### config.mk
export PLATFORM = sky130hd
export DESIGN_NAME = sub_serial
export DESIGN_NICKNAME = d
export VERILOG_FILES = /design/src/rtl/arith_pkg.sv /design/src/rtl/full_sub.sv /design/src/rtl/sub_serial.sv
export SDC_FILE = /design/constraint.sdc
export NUM_CORES = 1
export LEC_CHECK = 0
export CAP_MARGIN = 20
export CELL_PAD_IN_SITES_DETAIL_PLACEMENT = 1
export CELL_PAD_IN_SITES_GLOBAL_PLACEMENT = 2
export CORE_UTILIZATION = 34
export DETAILED_ROUTE_END_ITERATION = 16
export PLACE_DENSITY_LB_ADDON = 0.05
export REMOVE_ABC_BUFFERS = 1
export SYNTH_ARGS = -nofsm -noshare
export SYNTH_HDL_FRONTEND = slang
export SYNTH_SLANG_ARGS = --single-unit
### constraint.sdc
create_clock -name clk -period 3.25 [get_ports clk]
set_input_delay 0.4875 -clock clk [delete_from_list [all_inputs] [get_ports clk]]
set_output_delay 0.4875 -clock clk [all_outputs]
set_load 0.005 [all_outputs]
### src/rtl/arith_pkg.sv
// Shared definitions for the lab arithmetic blocks: the default operand width
// and the sequencing state encodings used by the bit-serial datapaths.
package arith_pkg;

    localparam int ARITH_W = 3;

    typedef logic [1:0] state_t;

    localparam state_t ST_IDLE = 2'd0;
    localparam state_t ST_RUN  = 2'd1;
    localparam state_t ST_DONE = 2'd2;

    // Bit counter width; a one-bit datapath still needs a one-bit counter.
    function automatic int cnt_width(input int w);
        return (w > 1) ? $clog2(w) : 1;
    endfunction

endpackage

### src/rtl/full_sub.sv
// One-bit full subtractor cell computing a - b - bin, the counterpart of the
// one-bit full-adder cell used by the parallel adders.
module full_sub (
    input  logic a,
    input  logic b,
    input  logic bin,
    output logic diff,
    output logic bout
);

    assign diff = a ^ b ^ bin;
    assign bout = (~a & b) | (~(a ^ b) & bin);

endmodule

### src/rtl/sub_serial.sv
// Bit-serial unsigned subtractor: a - b - bin one bit per clock, LSB first,
// through a single full_sub cell, with a start/busy/done handshake.
//
// state   | meaning
// IDLE    | waiting for start; operands are latched on the accepting edge
// RUN     | one bit per edge; results registered when the last bit is done
// DONE    | done pulse for one cycle, results valid, then back to IDLE
module sub_serial
    import arith_pkg::*;
#(
    parameter int WIDTH = ARITH_W
) (
    input  logic             clk,
    input  logic             rst_n,
    input  logic             start,
    input  logic [WIDTH-1:0] a,
    input  logic [WIDTH-1:0] b,
    input  logic             bin,
    output logic             busy,
    output logic             done,
    output logic [WIDTH-1:0] diff,
    output logic             bout,
    output logic [WIDTH-1:0] borrows
);

    localparam int CW = cnt_width(WIDTH);

    state_t           state_q, state_d;
    logic [CW-1:0]    cnt_q, cnt_d;
    logic [WIDTH-1:0] a_sr_q, a_sr_d;
    logic [WIDTH-1:0] b_sr_q, b_sr_d;
    logic             brw_q, brw_d;
    logic [WIDTH-1:0] diff_w_q, diff_w_d;
    logic [WIDTH-1:0] borrows_w_q, borrows_w_d;
    logic [WIDTH-1:0] diff_q, diff_d;
    logic             bout_q, bout_d;
    logic [WIDTH-1:0] borrows_q, borrows_d;
    logic             cell_d, cell_bo;

    full_sub u_cell (
        .a    (a_sr_q[0]),
        .b    (b_sr_q[0]),
        .bin  (brw_q),
        .diff (cell_d),
        .bout (cell_bo)
    );

    always_comb begin
        state_d     = state_q;
        cnt_d       = cnt_q;
        a_sr_d      = a_sr_q;
        b_sr_d      = b_sr_q;
        brw_d       = brw_q;
        diff_w_d    = diff_w_q;
        borrows_w_d = borrows_w_q;
        diff_d      = diff_q;
        bout_d      = bout_q;
        borrows_d   = borrows_q;

        case (state_q)
            ST_IDLE: begin
                if (start) begin
                    state_d     = ST_RUN;
                    a_sr_d      = a;
                    b_sr_d      = b;
                    brw_d       = bin;
                    cnt_d       = '0;
                    diff_w_d    = '0;
                    borrows_w_d = '0;
                end
            end
            ST_RUN: begin
                // Diff bits enter from the MSB so bit 0 lands at position 0 after WIDTH shifts.
                diff_w_d           = diff_w_q >> 1;
                diff_w_d[WIDTH-1]  = cell_d;
                for (int i = 0; i < WIDTH; i++) begin
                    if (cnt_q == CW'(i)) begin
                        borrows_w_d[i] = cell_bo;
                    end
                end
                brw_d  = cell_bo;
                a_sr_d = a_sr_q >> 1;
                b_sr_d = b_sr_q >> 1;
                cnt_d  = cnt_q + CW'(1);
                if (cnt_q == CW'(WIDTH - 1)) begin
                    state_d   = ST_DONE;
                    diff_d    = diff_w_d;
                    bout_d    = cell_bo;
                    borrows_d = borrows_w_d;
                end
            end
            ST_DONE: begin
                state_d = ST_IDLE;
            end
            default: begin
                state_d = ST_IDLE;
            end
        endcase
    end

    always_ff @(posedge clk or negedge rst_n) begin
        if (!rst_n) begin
            state_q     <= ST_IDLE;
            cnt_q       <= '0;
            a_sr_q      <= '0;
            b_sr_q      <= '0;
            brw_q       <= 1'b0;
            diff_w_q    <= '0;
            borrows_w_q <= '0;
            diff_q      <= '0;
            bout_q      <= 1'b0;
            borrows_q   <= '0;
        end else begin
            state_q     <= state_d;
            cnt_q       <= cnt_d;
            a_sr_q      <= a_sr_d;
            b_sr_q      <= b_sr_d;
            brw_q       <= brw_d;
            diff_w_q    <= diff_w_d;
            borrows_w_q <= borrows_w_d;
            diff_q      <= diff_d;
            bout_q      <= bout_d;
            borrows_q   <= borrows_d;
        end
    end

    // Handshake outputs decode the state register only.
    assign busy    = (state_q != ST_IDLE);
    assign done    = (state_q == ST_DONE);
    assign diff    = diff_q;
    assign bout    = bout_q;
    assign borrows = borrows_q;

endmodule

== After elaboration in Yosys (flattened, before gate mapping) ==
Cells that the tools add are included.

* Bitwise gates (word level): 7
* Reductions and logical operators: 7
* Add/subtract/negate cells: 1
* Muxes and demuxes: 17
* Eq/ne operators: 6

{| class="wikitable"
|+ Operator list
! cell !! count
|-
| case mux 3 bit (2 select lines) || 4
|-
| two-way mux 3 bit || 3
|-
| case mux 2 bit (2 select lines) || 2
|-
| two-way mux 2 bit || 3
|-
| AND reduction 2 bit || 3
|-
| equality test 2 x 1 -> 1 bit (second input constant) || 2
|-
| equality test 2 bit (second input constant) || 2
|-
| logical NOT 2 bit || 2
|-
| two-way mux 1 bit || 4
|-
| != test 2 bit (second input constant) || 2
|-
| nonzero test 2 bit || 2
|-
| adder 2 x 1 -> 2 bit (second input constant) || 1
|-
| bitwise AND 1 bit || 2
|-
| NOT 1 bit || 2
|-
| case mux 1 bit (2 select lines) || 1
|-
| XOR 1 bit || 2
|-
| OR 1 bit || 1
|}

* Register bits: 24
* Output and inout bits: 9
* Word-level logic and storage cells: 48

== Logic depth before layout (Yosys ltp) ==
* Depth after elaboration: 6
* Gate-level depth with buffers: 6
* Mapped depth without buffers: 5

== By module ==
Synthesis repeated with hierarchy kept, for this count alone.

* Cells, all modules: 86
* Area, all modules: 1103.6 um2

{| class="wikitable"
|+ Modules (own cells, without submodules)
! module !! seq. area each (um2) !! area each (um2) !! instances !! cells each
|-
| sub_serial || 550.5 || 1072.3 || 1 || 82
|-
| full_sub || 0.0 || 31.3 || 1 || 4
|}

== Worst setup path after synthesis ==
OpenSTA, ideal clock, no wires.

* Path kind: register to register
* From: register a_sr_q[0]
* To: register borrows_w_q[0]
* Cell stages (with the launch flop): 5
* Buffers on the path: 0
* Setup time: 65 ps
* Required time: 3185 ps
* Slack: 1968 ps
* Data arrival time: 1216 ps
* Cells stage by stage: dfrtp_1 -> fa_1 -> nor2_1 -> mux2_2 -> a22o_1

* Cells in the longest elaborated chain, start to end: 6
* Elaborated cells between the ends (all ways): 8
* Classes of those cells: mux (2); bitwise (6)

{| class="wikitable"
|+ Ends and longest elaborated chain
! element !! line !! RTL
|-
| start, declared || sub_serial.sv:30 || <nowiki>logic [WIDTH-1:0] a_sr_q, a_sr_d;</nowiki>
|-
| start signal, assigned || sub_serial.sv:116 || <nowiki>a_sr_q <= a_sr_d;</nowiki>
|-
| XOR 1 bit || full_sub.sv:12 || <nowiki>assign bout = (~a & b) | (~(a ^ b) & bin);</nowiki>
|-
| NOT 1 bit || full_sub.sv:12 ||
|-
| bitwise AND 1 bit || full_sub.sv:12 ||
|-
| OR 1 bit (*) || full_sub.sv:12 ||
|-
| two-way mux 1 bit (*) || sub_serial.sv:77 || <nowiki>if (cnt_q == CW'(i)) begin</nowiki>
|-
| case mux 3 bit (2 select lines) (*) || sub_serial.sv:60 || <nowiki>case (state_q)</nowiki>
|-
| end signal, assigned || sub_serial.sv:120 || <nowiki>borrows_w_q <= borrows_w_d;</nowiki>
|-
| end, declared || sub_serial.sv:34 || <nowiki>logic [WIDTH-1:0] borrows_w_q, borrows_w_d;</nowiki>
|}

Every way passes the cells marked *; elsewhere a longest branch is shown, timed or not.
A chain may end at the register's enable or synchronous reset.

== Worst setup path in the final report ==
* From: register state_q[0]
* To: output port busy

* Cells in the longest elaborated chain, start to end: 1

{| class="wikitable"
|+ Ends and longest elaborated chain
! element !! line !! RTL
|-
| start, declared || sub_serial.sv:28 || <nowiki>state_t state_q, state_d;</nowiki>
|-
| start signal, assigned || sub_serial.sv:114 || <nowiki>state_q <= state_d;</nowiki>
|-
| nonzero test 2 bit || sub_serial.sv:128 || <nowiki>assign busy = (state_q != ST_IDLE);</nowiki>
|-
| end, declared || sub_serial.sv:19 || <nowiki>output logic busy,</nowiki>
|}

Every way passes these cells.

==> impl_summary.md <==
Clock network
The maximum buffer depth of the clock tree is 2. The clock tree from TritonCTS is built. Buffers added to address setup during post-CTS repair amount to 0. The cell sitting at the root of the clock tree is a clkbuf_4. The clock-pin slew reported for the worst setup and hold paths after clock tree synthesis is between 100 and 150 ps.

The count of cells resized by post-cts repair is 0. The number of H-tree levels is 1. The total clock buffers created by CTS is 3.

The clock latency on the worst-skew pair is 300 ps. The CTS sink count is 22. For this design, the CTS-stage hold fixing added 0 buffers.

Worst setup path
In this run the critical register-to-register path is launched from state_q[0]. The required time reported for the critical path endpoint is ~2800 ps. STA classifies the critical path endpoint as an output pin. In this design, the stage delay of the slowest critical-path cell is about 660 ps.

The setup path with the least slack is of type register to output pin. The worst-path cell with the longest stage delay is dfrtp_1. The launching element type of the critical path is a register.

The worst reg2reg path endpoint is diff[0]. Traced cell by cell, the critical path runs through or2_1 > clkdlybuf4s50_1. In this run the worst path has a maximum fanout of 16. The arrival time reported for the critical path endpoint is around 1700 ps. Counting cells, the worst reg-to-reg path comes to 2. Setup slack on the worst reg-to-reg path comes out at around 1600 ps.

Synth
Counting flops with a built-in enable in the synthesized netlist gives 0. The proportion of synthesized flip-flops having asynchronous set or reset is 100.0%. The mean instance size in the synthesized netlist is between 10 and 15 um2. After technology mapping, the gate count stands at 93. The share of synthesized area occupied by flip-flops and latches is between 50% and 60%.

The share of synthesized area in the top cell type comes to 53.86%. The count of cell types in the netlist is 26. By count the netlist is led by dfrtp_1, nand2_1, o21ai_0.

In the post-synthesis netlist, the biggest area contributors are dfrtp_1, o21ai_0, mux2_2, a22o_1, ha_1. For this run, the leading register cell type out of synthesis is dfrtp_1. In this run the cell area of the synthesized design comes to 1022 um2. The number of register bits inferred by synthesis is 22. Yosys printed 0 warnings. Of all cell types, the one taking the most synthesized area is dfrtp_1. Among all cell types in the netlist, the one instantiated most often is dfrtp_1.

Floorplan
The die is ~57 um tall. The I/O pin count is 19. The die is 56.83 um wide.

The starting density of the core is between 30% and 40%. The core region is roughly 2800 um2. The die footprint is 3230 um2. The standard-cell row count is 19.

Drt
The detailed router finished its first iteration with 19 violations. The count of nets left with antenna violations after detail routing is 0. The routed length per placed instance is approximately 15 um. Summed over all layers, the routed wires come to around 2200 um. After detailed routing, the number of remaining DRC violations is 0.

After detailed routing, the number of vias per cell comes to between 5 and 6. The first-pass iteration count of the detailed router is 4. Summing over every cut layer, the via total after detailed routing is about 750.

Final layout
The net count of the finished layout is 128. The final instance area is 1285 um2. The repair_antennas step left the layout with diodes totalling 0. The area growth from synthesis to layout is 25.70%. Of the cells placed in the final design, the portion with a size suffix greater than 1 is under 10%.

Pwr
Summed over all cells, the static leakage comes to roughly 0.6 nW. In this run the power density over the cells is between 900 and 1000 nW/um2. The total design power is about 1.2 mW.

The worst-case IR drop observed on VDD is ~330 uV.

STA
Setup repair after global routing left no endpoint under its margin. The shortest clock period the worst path allows after layout is 2179 ps. The number of pins exceeding their max-slew limit in the final report was 0. The fraction of the cycle the final worst path needs is between 60% and 70%. At the pin with the least slew margin, the transition time is about 470 ps. Setup violations remaining at the end of the flow were counted as 0. The final number of hold-violating endpoints was 0.

The setup TNS after final layout is 0 ps. The final clock skew is ~4.1 ps. Timing would allow up to around 460 MHz. The worst slew slack as a fraction of its limit is ~69%.

Placed design
Routability-driven placement finished with a final weighted congestion of about 0.70. The area after detailed placement is between 1000 and 1500 um2. The half-perimeter wire length of the detailed placement result is around 1600 um. Input and output buffers added on the ports amount to 18.

GRT
The number of antenna violations at the first check in global routing is 0. Global routing used between 15 and 20% of the available tracks across all layers. The via count of the first global-routing pass is between 700 and 800. The wire length of the first global-routing pass is between 3000 and 4000 um. The leftover overflow at the end of global routing is 0. The largest net degree at the start of global routing is 23.

Run
The tool flagged a number of max-cap violations equal to 0.

Min path
The min-delay analysis places its worst path in the category primary input to async pin.

Run status
The run finished with clean final reports.
## where the power goes
group          total (mW)  internal [mW]  switching, mW
combinational       0.525          0.289          0.236
clock               0.152         0.0683         0.0838
sequential          0.499          0.394          0.105
total                1.18          0.752          0.424
## flip-flops by register name, summed over array words and instances (netlist names)
| name | count |
|---|---|
| borrows_w_q | 2 |
| b_sr_q | 3 |
| diff | 3 |
| cnt_q | 2 |
| borrows | 3 |
| state_q | 2 |
| bout | 1 |
| a_sr_q | 3 |
| brw_q | 1 |
| diff_w_q | 2 |
## worst max path at each step
stage                          start       to
final                     state_q[0]     busy
after global routing      state_q[0]     busy
after CTS                 state_q[0]     busy
after detailed placement  state_q[0]     busy
after global placement    state_q[0]     busy
after floorplan             cnt_q[0]  diff[0]
## critical path: cells and delay by family (launching register included)
| family | cells | cell delay, ps |
|---|---|---|
| flip-flops | 1 | 660 |
| AND/OR/NAND/NOR | 1 | 220 |
| buffers and inverters | 1 | 510 |
## cells by family after synthesis
group                      after synthesis  synth area share [%]
AOI/OAI and AO/OA                       28                 18.48
adders and majority gates                4                 5.631
buffers and inverters                   11                 4.895
DFF                                     22                 53.86
muxes                                    4                 4.406
and+or+nand+nor                         24                 12.73
## final cells by class
cell class                 instances  area, um2
clock buffer                       4      36.28
fill                             309       1520
inverter                           8      30.03
multi-input combinational         60      421.7
sequential                        22      550.5
tap                               31      38.79
timing repair buffer              19      207.7
## metal layers
metal	track usage, %	share of wire [%]	vias to the layer above
met2	24.66	47	18
li1	-	-	365
met5	0	0	-
met1	21.41	49	360
met4	6.272	0.78	0
met3	2.765	3.0	2
## placed cells by master (no fill, tap or decap), types with 2 or more instances in the layout
cell             count
dfrtp_1             22
clkdlybuf4s50_1     18
nand2_1             10
o21ai_0             10
inv_1                8
a22o_1               5
a21oi_1              5
mux2_2               4
nor2b_1              3
nand2b_1             3
ha_1                 3
clkbuf_4             3
nor2_1               2
a22oi_1              2
nor4bb_1             2
## per-stage QoR
| step | hold slack (ps) | utilization, % | std cells | worst slack, ps |
|---|---|---|---|---|
| floorplan | 191.9 | - | 90 | 1898 |
| global placement | 460.3 | 43.53 | 139 | 1450 |
| detailed placement | 469.2 | 43.53 | 139 | 1419 |
| CTS | 498.6 | 44.83 | 143 | 1058 |
| global route | 369.7 | 45.81 | 144 | 949.2 |
| finish | 385.1 | 45.81 | 144 | 1071 |
Power figures use the tool's default switching activity.
